**config.mk**
```make
export PLATFORM = sky130hd
export DESIGN_NAME = re_grid_mapper
export DESIGN_NICKNAME = d
export VERILOG_FILES = /design/src/rtl/re_pkg.sv /design/src/rtl/re_sc_classifier.sv /design/src/rtl/re_grid_mapper.sv
export SDC_FILE = /design/constraint.sdc
export NUM_CORES = 1
export LEC_CHECK = 0
export ABC_AREA = 0
export BUFFER_PORTS_ARGS = -buffer_cell sky130_fd_sc_hd__buf_2
export CORE_ASPECT_RATIO = 0.9
export CORE_UTILIZATION = 25
export DETAILED_ROUTE_END_ITERATION = 12
export PLACE_DENSITY_LB_ADDON = 0.15
export RECOVER_POWER = 25
export SLEW_MARGIN = 15
export SYNTH_ARGS = -nofsm -noshare
export SYNTH_HDL_FRONTEND = slang
export SYNTH_SLANG_ARGS = --single-unit
export TNS_END_PERCENT = 50
```
**constraint.sdc**
```tcl
create_clock -name CLK_RE -period 6.4 [get_ports CLK_RE]
set_input_delay 0.64 -clock CLK_RE [delete_from_list [all_inputs] [get_ports CLK_RE]]
set_output_delay 0.64 -clock CLK_RE [all_outputs]
set_load 0.02 [all_outputs]
```
**src/rtl/re_pkg.sv**
```systemverilog
// rtl/re_pkg.sv - shared types and constants for the PUSCH RE grid mapper
package re_pkg;

  localparam int NSC_PER_RB = 12;
  localparam int NSYM       = 14;
  localparam int NSC_TOTAL  = 1200;
  localparam int ADDR_W     = 15;

  typedef enum logic [2:0] {
    ST_IDLE,
    ST_CHECK,
    ST_MAP,
    ST_NEXT,
    ST_DONE
  } state_t;

  typedef enum logic [1:0] {
    SRC_ZERO,
    SRC_DATA,
    SRC_DMRS
  } src_t;

  // Row offset sym*nsc built from shifted copies of nsc, so no multiplier is inferred
  function automatic int sym_offset(input logic [3:0] sym, input int nsc);
    int acc;
    acc = 0;
    for (int b = 0; b < 4; b++) begin
      if (sym[b]) acc += nsc << b;
    end
    return acc;
  endfunction

endpackage

```
**src/rtl/re_sc_classifier.sv**
```systemverilog
// rtl/re_sc_classifier.sv - picks the sample source (DMRS, data or zero) for the current RE
module re_sc_classifier
  import re_pkg::*;
(
  input  logic dmrs_sym,
  input  logic rel_odd,
  input  logic dmrs_comb,
  input  logic data_en,
  output src_t src
);

  always_comb begin
    src = SRC_DATA;
    if (dmrs_sym) begin
      if (rel_odd == dmrs_comb) src = SRC_DMRS;
      else if (!data_en)        src = SRC_ZERO;
    end
  end

endmodule

```
**src/rtl/re_grid_mapper.sv**
```systemverilog
// rtl/re_grid_mapper.sv - maps DMRS and data streams onto allocated REs of one slot grid
module re_grid_mapper #(
  parameter int DATA_W    = 18,
  parameter int DMRS_W    = 9,
  parameter int NSC_TOTAL = re_pkg::NSC_TOTAL,
  parameter int NSYM      = re_pkg::NSYM,
  parameter int ADDR_W    = re_pkg::ADDR_W
) (
  input  logic              CLK_RE,
  input  logic              RST_RE,
  input  logic              Start,
  input  logic [10:0]       N_sc,
  input  logic [6:0]        N_rb,
  input  logic [3:0]        Sym_Start,
  input  logic [3:0]        Sym_End,
  input  logic [NSYM-1:0]   Dmrs_Sym_Mask,
  input  logic              Dmrs_Comb,
  input  logic              Dmrs_Data_En,
  input  logic [DMRS_W-1:0] Dmrs_I,
  input  logic [DMRS_W-1:0] Dmrs_Q,
  input  logic              Dmrs_Valid,
  output logic              Dmrs_Ready,
  input  logic [DATA_W-1:0] Data_I,
  input  logic [DATA_W-1:0] Data_Q,
  input  logic              Data_Valid,
  output logic              Data_Ready,
  output logic              Wr_En,
  output logic [ADDR_W-1:0] Wr_Addr,
  output logic [DATA_W-1:0] Wr_I,
  output logic [DATA_W-1:0] Wr_Q,
  output logic              Busy,
  output logic              Sym_Done,
  output logic              RE_Done,
  output logic              Cfg_Err
);

  localparam int EXT_W = DATA_W - DMRS_W;

  re_pkg::state_t state_q, state_d;
  re_pkg::src_t   src;

  logic [10:0]       cfg_n_sc;
  logic [6:0]        cfg_n_rb;
  logic [3:0]        cfg_sym_start, cfg_sym_end;
  logic [NSYM-1:0]   cfg_mask;
  logic              cfg_comb, cfg_data_en;
  logic [3:0]        sym_q;
  logic [10:0]       sc_q;
  logic [ADDR_W-1:0] base_q;
  logic [11:0]       alloc_end;
  logic              cfg_bad, last_sc, advance;

  // alloc_end is one past the last allocated subcarrier: N_sc + 8*N_rb + 4*N_rb
  assign alloc_end = {1'b0, cfg_n_sc} + {2'b0, cfg_n_rb, 3'b0} + {3'b0, cfg_n_rb, 2'b0};
  assign cfg_bad   = (cfg_n_rb == 7'd0) || (int'(alloc_end) > NSC_TOTAL) ||
                     (cfg_sym_start > cfg_sym_end) || (int'(cfg_sym_end) >= NSYM);
  assign last_sc   = (({1'b0, sc_q} + 12'd1) == alloc_end);

  re_sc_classifier u_classifier (
    .dmrs_sym  (cfg_mask[sym_q]),
    .rel_odd   (sc_q[0] ^ cfg_n_sc[0]),
    .dmrs_comb (cfg_comb),
    .data_en   (cfg_data_en),
    .src       (src)
  );

  assign advance = (state_q == re_pkg::ST_MAP) &&
                   ((src == re_pkg::SRC_ZERO) ||
                    ((src == re_pkg::SRC_DMRS) && Dmrs_Valid) ||
                    ((src == re_pkg::SRC_DATA) && Data_Valid));

  always_ff @(posedge CLK_RE or posedge RST_RE) begin
    if (RST_RE) state_q <= re_pkg::ST_IDLE;
    else        state_q <= state_d;
  end

  always_comb begin
    state_d = state_q;
    case (state_q)
      re_pkg::ST_IDLE:  if (Start) state_d = re_pkg::ST_CHECK;
      re_pkg::ST_CHECK: state_d = cfg_bad ? re_pkg::ST_IDLE : re_pkg::ST_MAP;
      re_pkg::ST_MAP:
        if (advance && last_sc)
          state_d = (sym_q == cfg_sym_end) ? re_pkg::ST_DONE : re_pkg::ST_NEXT;
      re_pkg::ST_NEXT:  state_d = re_pkg::ST_MAP;
      re_pkg::ST_DONE:  state_d = re_pkg::ST_IDLE;
      default:          state_d = re_pkg::ST_IDLE;
    endcase
  end

  always_comb begin
    Dmrs_Ready = 1'b0;
    Data_Ready = 1'b0;
    Sym_Done   = 1'b0;
    RE_Done    = 1'b0;
    Cfg_Err    = 1'b0;
    case (state_q)
      re_pkg::ST_CHECK: Cfg_Err = cfg_bad;
      re_pkg::ST_MAP: begin
        Dmrs_Ready = (src == re_pkg::SRC_DMRS);
        Data_Ready = (src == re_pkg::SRC_DATA);
      end
      re_pkg::ST_NEXT:  Sym_Done = 1'b1;
      // Last symbol skips NEXT, so DONE carries its Sym_Done alongside RE_Done
      re_pkg::ST_DONE: begin
        Sym_Done = 1'b1;
        RE_Done  = 1'b1;
      end
      default: ;
    endcase
  end

  assign Busy = (state_q != re_pkg::ST_IDLE);

  always_ff @(posedge CLK_RE or posedge RST_RE) begin
    if (RST_RE) begin
      cfg_n_sc      <= '0;
      cfg_n_rb      <= '0;
      cfg_sym_start <= '0;
      cfg_sym_end   <= '0;
      cfg_mask      <= '0;
      cfg_comb      <= 1'b0;
      cfg_data_en   <= 1'b0;
      sym_q         <= '0;
      sc_q          <= '0;
      base_q        <= '0;
      Wr_En         <= 1'b0;
      Wr_Addr       <= '0;
      Wr_I          <= '0;
      Wr_Q          <= '0;
    end else begin
      Wr_En <= advance;
      if (state_q == re_pkg::ST_IDLE && Start) begin
        cfg_n_sc      <= N_sc;
        cfg_n_rb      <= N_rb;
        cfg_sym_start <= Sym_Start;
        cfg_sym_end   <= Sym_End;
        cfg_mask      <= Dmrs_Sym_Mask;
        cfg_comb      <= Dmrs_Comb;
        cfg_data_en   <= Dmrs_Data_En;
      end
      if (state_q == re_pkg::ST_CHECK) begin
        sym_q  <= cfg_sym_start;
        sc_q   <= cfg_n_sc;
        base_q <= ADDR_W'(re_pkg::sym_offset(cfg_sym_start, NSC_TOTAL));
      end
      if (state_q == re_pkg::ST_NEXT) begin
        sym_q  <= sym_q + 4'd1;
        sc_q   <= cfg_n_sc;
        base_q <= base_q + ADDR_W'(NSC_TOTAL);
      end
      if (advance) begin
        sc_q    <= sc_q + 11'd1;
        Wr_Addr <= base_q + ADDR_W'(sc_q);
        case (src)
          re_pkg::SRC_DMRS: begin
            Wr_I <= {{EXT_W{Dmrs_I[DMRS_W-1]}}, Dmrs_I};
            Wr_Q <= {{EXT_W{Dmrs_Q[DMRS_W-1]}}, Dmrs_Q};
          end
          re_pkg::SRC_DATA: begin
            Wr_I <= Data_I;
            Wr_Q <= Data_Q;
          end
          default: begin
            Wr_I <= '0;
            Wr_Q <= '0;
          end
        endcase
      end
    end
  end

endmodule

```
==> impl_metrics.toml <==
[synthesis]
synth_compound_area_frac = 0.151
synth_xor_area_frac = 0.0478
syn_area_per_cell_um2 = 9.36
muxShareOfSynthArea = 0.0824
synth_area_um2 = 7320
synthArstFlopShare = 1.00
synth_seq_area_share = 0.420
yosys_warnings = 0
netlist_instances = 782
synth-edff-count = 0
yosys.area_share.simple = 0.181
netlist-cell-type-count = 65
syn_nets = 924
synth_seq_cells = 123
synthAdderAreaFrac = 0.0772
ys.flop_type = "dfrtp_1"
synth_top_family_by_area = "simple AND/OR/NAND/NOR gates"

[clock_tree]
clkTransAtPathRegs_ns = 0.06
cts_buffer_depth = 2
insertion_delay_ns = 0.42
cts_buffers = 17
htreeDepth = 4
tritoncts = "yes"
cts_resized = 0
clock-root-buffer = "clkbuf_16"
cts-hold-fix-buffers = 0
cts_setup_buffers = 0
cts_num_sinks = 123

[worst_setup_path]
slowest_delay_ns = 0.58
cp_cell_sequence = "mux4_2 > mux2_2 > a21oi_1 > or2_2 > inv_1 > ha_1 > a221o_1 > nand2_2 > inv_2 > nor2_1 > a21oi_1 > o221a_2"
end_kind = "register"
cp_common_cell = "a21oi_1"
r2r_end = "sc_q[5]$_DFFE_PP0P_"
arrival_ns = 4.81
reg2reg_depth = 12
crit_type = "register to register"
reg2reg_slack_ns = 1.88
cp_max_fo = 37
cp_slowest_cell = "dfrtp_1"
r2r_start = "sym_q[0]$_DFFE_PP0P_"
crit_path_start_kind = "register"
crit_required_ns = 6.69

[placed_design]
place_hpwl_um = 14900
dpl_cell_area_um2 = 8480
dp_slack_ns = 1.75
port_buffers = 158
gp_congestion = 0.729

[power]
power.share.clock = 0.255
p_leak_nw = 4.45
combPwrFrac = 0.458
intPower_w = 0.00247
p_seq_frac = 0.287
vdd_ir_drop_max_mv = 0.215
p_sw_w = 0.00180
p_per_area_nw_per_um2 = 468
p_sw_frac = 0.423

[layout]
final_cell_area_um2 = 9130
final_cell_mix = "buf_2, nand2_1, dfrtp_1, nand3_1, o21ai_0"
layout-drive-gt1-share = 0.255
syn_to_final_growth_pct = 24.7
final_nets = 1059
layout_commonest_cell = "buf_2"

[status]
status = "complete, but fails checks"
violations = "capacitance limit, slew limit"

[die]
ioPinCount = 159
placementRows = 59
initial_core_util = 0.254
die_y_um = 164
die-area_um2 = 30000
die_w_um = 182
core_um2 = 28900

[sta]
finalClockSkew_ns = 0.0134
hold_viol_final = 0
setup_tns_ns = 0
fin_crit_ns = 4.52
drv_slew = 63
layout_setup_ws_ns = 1.88
fmax_ghz = 0.221
setup_viol = 0
worst_pin_slew_ns = 2.92
slew_headroom = -0.956
rsz0062_at_grt = "false"
final.period_utilization = 0.706

[drt]
viasPerCell = 4.56
drt-total-wl_um = 20700
postRouteAntennaNets = 0
first_pass_iters = 7
post_drt_wl_per_cell_um = 15.6
drc = 0
drtIter0Drc = 280
vias = 6054

[global_routing]
globalRouteTotalUtil = 0.141
overflow = 0
antenna_found_initial = 1
grt_max_degree = 63
grt_pass1_wl_um = 32700
first_global_vias = 5778

[hold_path]
hold_path_end = "cfg_sym_end[1]$_DFFE_PP0P_"
hp-start = "Sym_End[1]"
whs_path_depth = 3
hold_class = "input port to register"

[run]
drv_cap = 1
-- worst max-delay path: cells and delay by family, from the launching register on --
family | cells | cell delay (ns)
AND/OR/NAND/NOR | 3 | 1.04
AO/OA/AOI/OAI | 4 | 1.02
multiplexers | 2 | 0.82
flip-flops | 1 | 0.58
buffers and inverters | 2 | 0.50
adder cells (fa/ha/maj) | 1 | 0.41
-- cells in the mapped netlist (all sizes together), types with 2 or more instances --
library cell | instances | area, µm²
o21bai | 2 | 15.0
xnor2 | 26 | 228
nor2 | 31 | 116
nor3b | 7 | 63.8
xor2 | 14 | 123
ha | 34 | 425
inv | 29 | 109
a21oi | 37 | 185
nand3b | 2 | 15.0
a22o | 16 | 140
nand2 | 136 | 513
o22ai | 5 | 31.3
o2111ai | 2 | 17.5
clkbuf | 42 | 158
o311ai | 3 | 26.3
and3 | 4 | 25.0
buf | 7 | 30.0
a211o | 2 | 17.5
nor3 | 8 | 45.0
o21ai | 42 | 210
a31oi | 3 | 18.8
and2 | 7 | 43.8
or4 | 2 | 18.8
mux2 | 36 | 405
nand3 | 51 | 255
dfrtp | 123 | 3080
nand4 | 9 | 56.3
mux4 | 3 | 67.6
fa | 7 | 140
o21a | 2 | 15.0
a221o | 2 | 20.0
nand2b | 9 | 56.3
or2 | 2 | 12.5
o221a | 2 | 22.5
and4 | 3 | 26.3
a221oi | 2 | 17.5
mux2i | 13 | 130
o31a | 3 | 26.3
nor2b | 3 | 18.8
a21o | 26 | 195
a211oi | 7 | 52.6
or3 | 2 | 12.5
-- how the worst max path moves through the flow --
stage	endpoint	start	slack (ns)
after floorplan	Wr_Addr[0]$_DFFE_PP0P_	RST_RE	2.49
after global placement	sc_q[6]$_DFFE_PP0P_	sym_q[0]$_DFFE_PP0P_	1.83
after detailed placement	sc_q[5]$_DFFE_PP0P_	sym_q[0]$_DFFE_PP0P_	1.75
after CTS	sc_q[5]$_DFFE_PP0P_	sym_q[0]$_DFFE_PP0P_	1.72
after global routing	sc_q[6]$_DFFE_PP0P_	sym_q[0]$_DFFE_PP0P_	1.36
final	sc_q[5]$_DFFE_PP0P_	sym_q[0]$_DFFE_PP0P_	1.88
-- final cells by class --
| type | count | area, µm² |
|---|---|---|
| multi-input cells | 581 | 3960 |
| inverters | 29 | 110 |
| clock buffers | 17 | 425 |
| repair buffers | 165 | 827 |
| clock inverters | 15 | 236 |
| fillers | 3048 | 19700 |
| flip-flops and latches | 123 | 3080 |
| well taps | 396 | 495 |
| diodes | 1 | 2.50 |
-- kinds of logic (layout without fill, tap and decap cells) --
family | after synthesis | count (layout)
AO/OA/AOI/OAI | 167 | 167
XOR/XNOR | 40 | 40
adder cells (fa/ha/maj) | 41 | 41
buffers and inverters | 78 | 226
flip-flops | 123 | 123
multiplexers | 52 | 52
other | 0 | 1
AND/OR/NAND/NOR | 281 | 281
-- power groups by stage --
stage,clock network (W),logic (W),registers [W]
after floorplan,0,0.00135,0.00131
after global placement,0,0.00199,0.00124
after detailed placement,0,0.00199,0.00124
after CTS,0.00112,0.00200,0.00123
after global routing,0.00116,0.00221,0.00127
final,0.00109,0.00195,0.00123
-- state kept, by name (all words and copies together) (netlist names), 3 cells and up --
name           count
Wr_Addr           15
Wr_I              18
Wr_Q              18
base_q            11
cfg_mask          14
cfg_n_rb           7
cfg_n_sc          11
cfg_sym_end        4
cfg_sym_start      4
sc_q              11
state_q            3
sym_q              4
-- metal layers --
| metal | up-vias | global-route usage | share of wire |
|---|---|---|---|
| met4 | 0 | 0.0428 | 0.013 |
| li1 | 3034 | - | - |
| met3 | 18 | 0.0295 | 0.036 |
| met1 | 2897 | 0.205 | 0.51 |
| met2 | 105 | 0.207 | 0.44 |
| met5 | - | 0 | 0 |
-- metrics by stage --
stage          utilization  hold slack (ns)  total power, W  instances
2_1_floorplan            -            0.475         0.00267        782
3_3_place_gp         0.294            0.448         0.00323       1294
3_5_place_dp         0.294            0.451         0.00323       1294
4_1_cts              0.317            0.412         0.00435       1326
5_1_grt              0.316            0.422         0.00463       1327
6_report             0.316            0.436         0.00427       1327
Note: power is estimated with default switching activity, not from simulation.
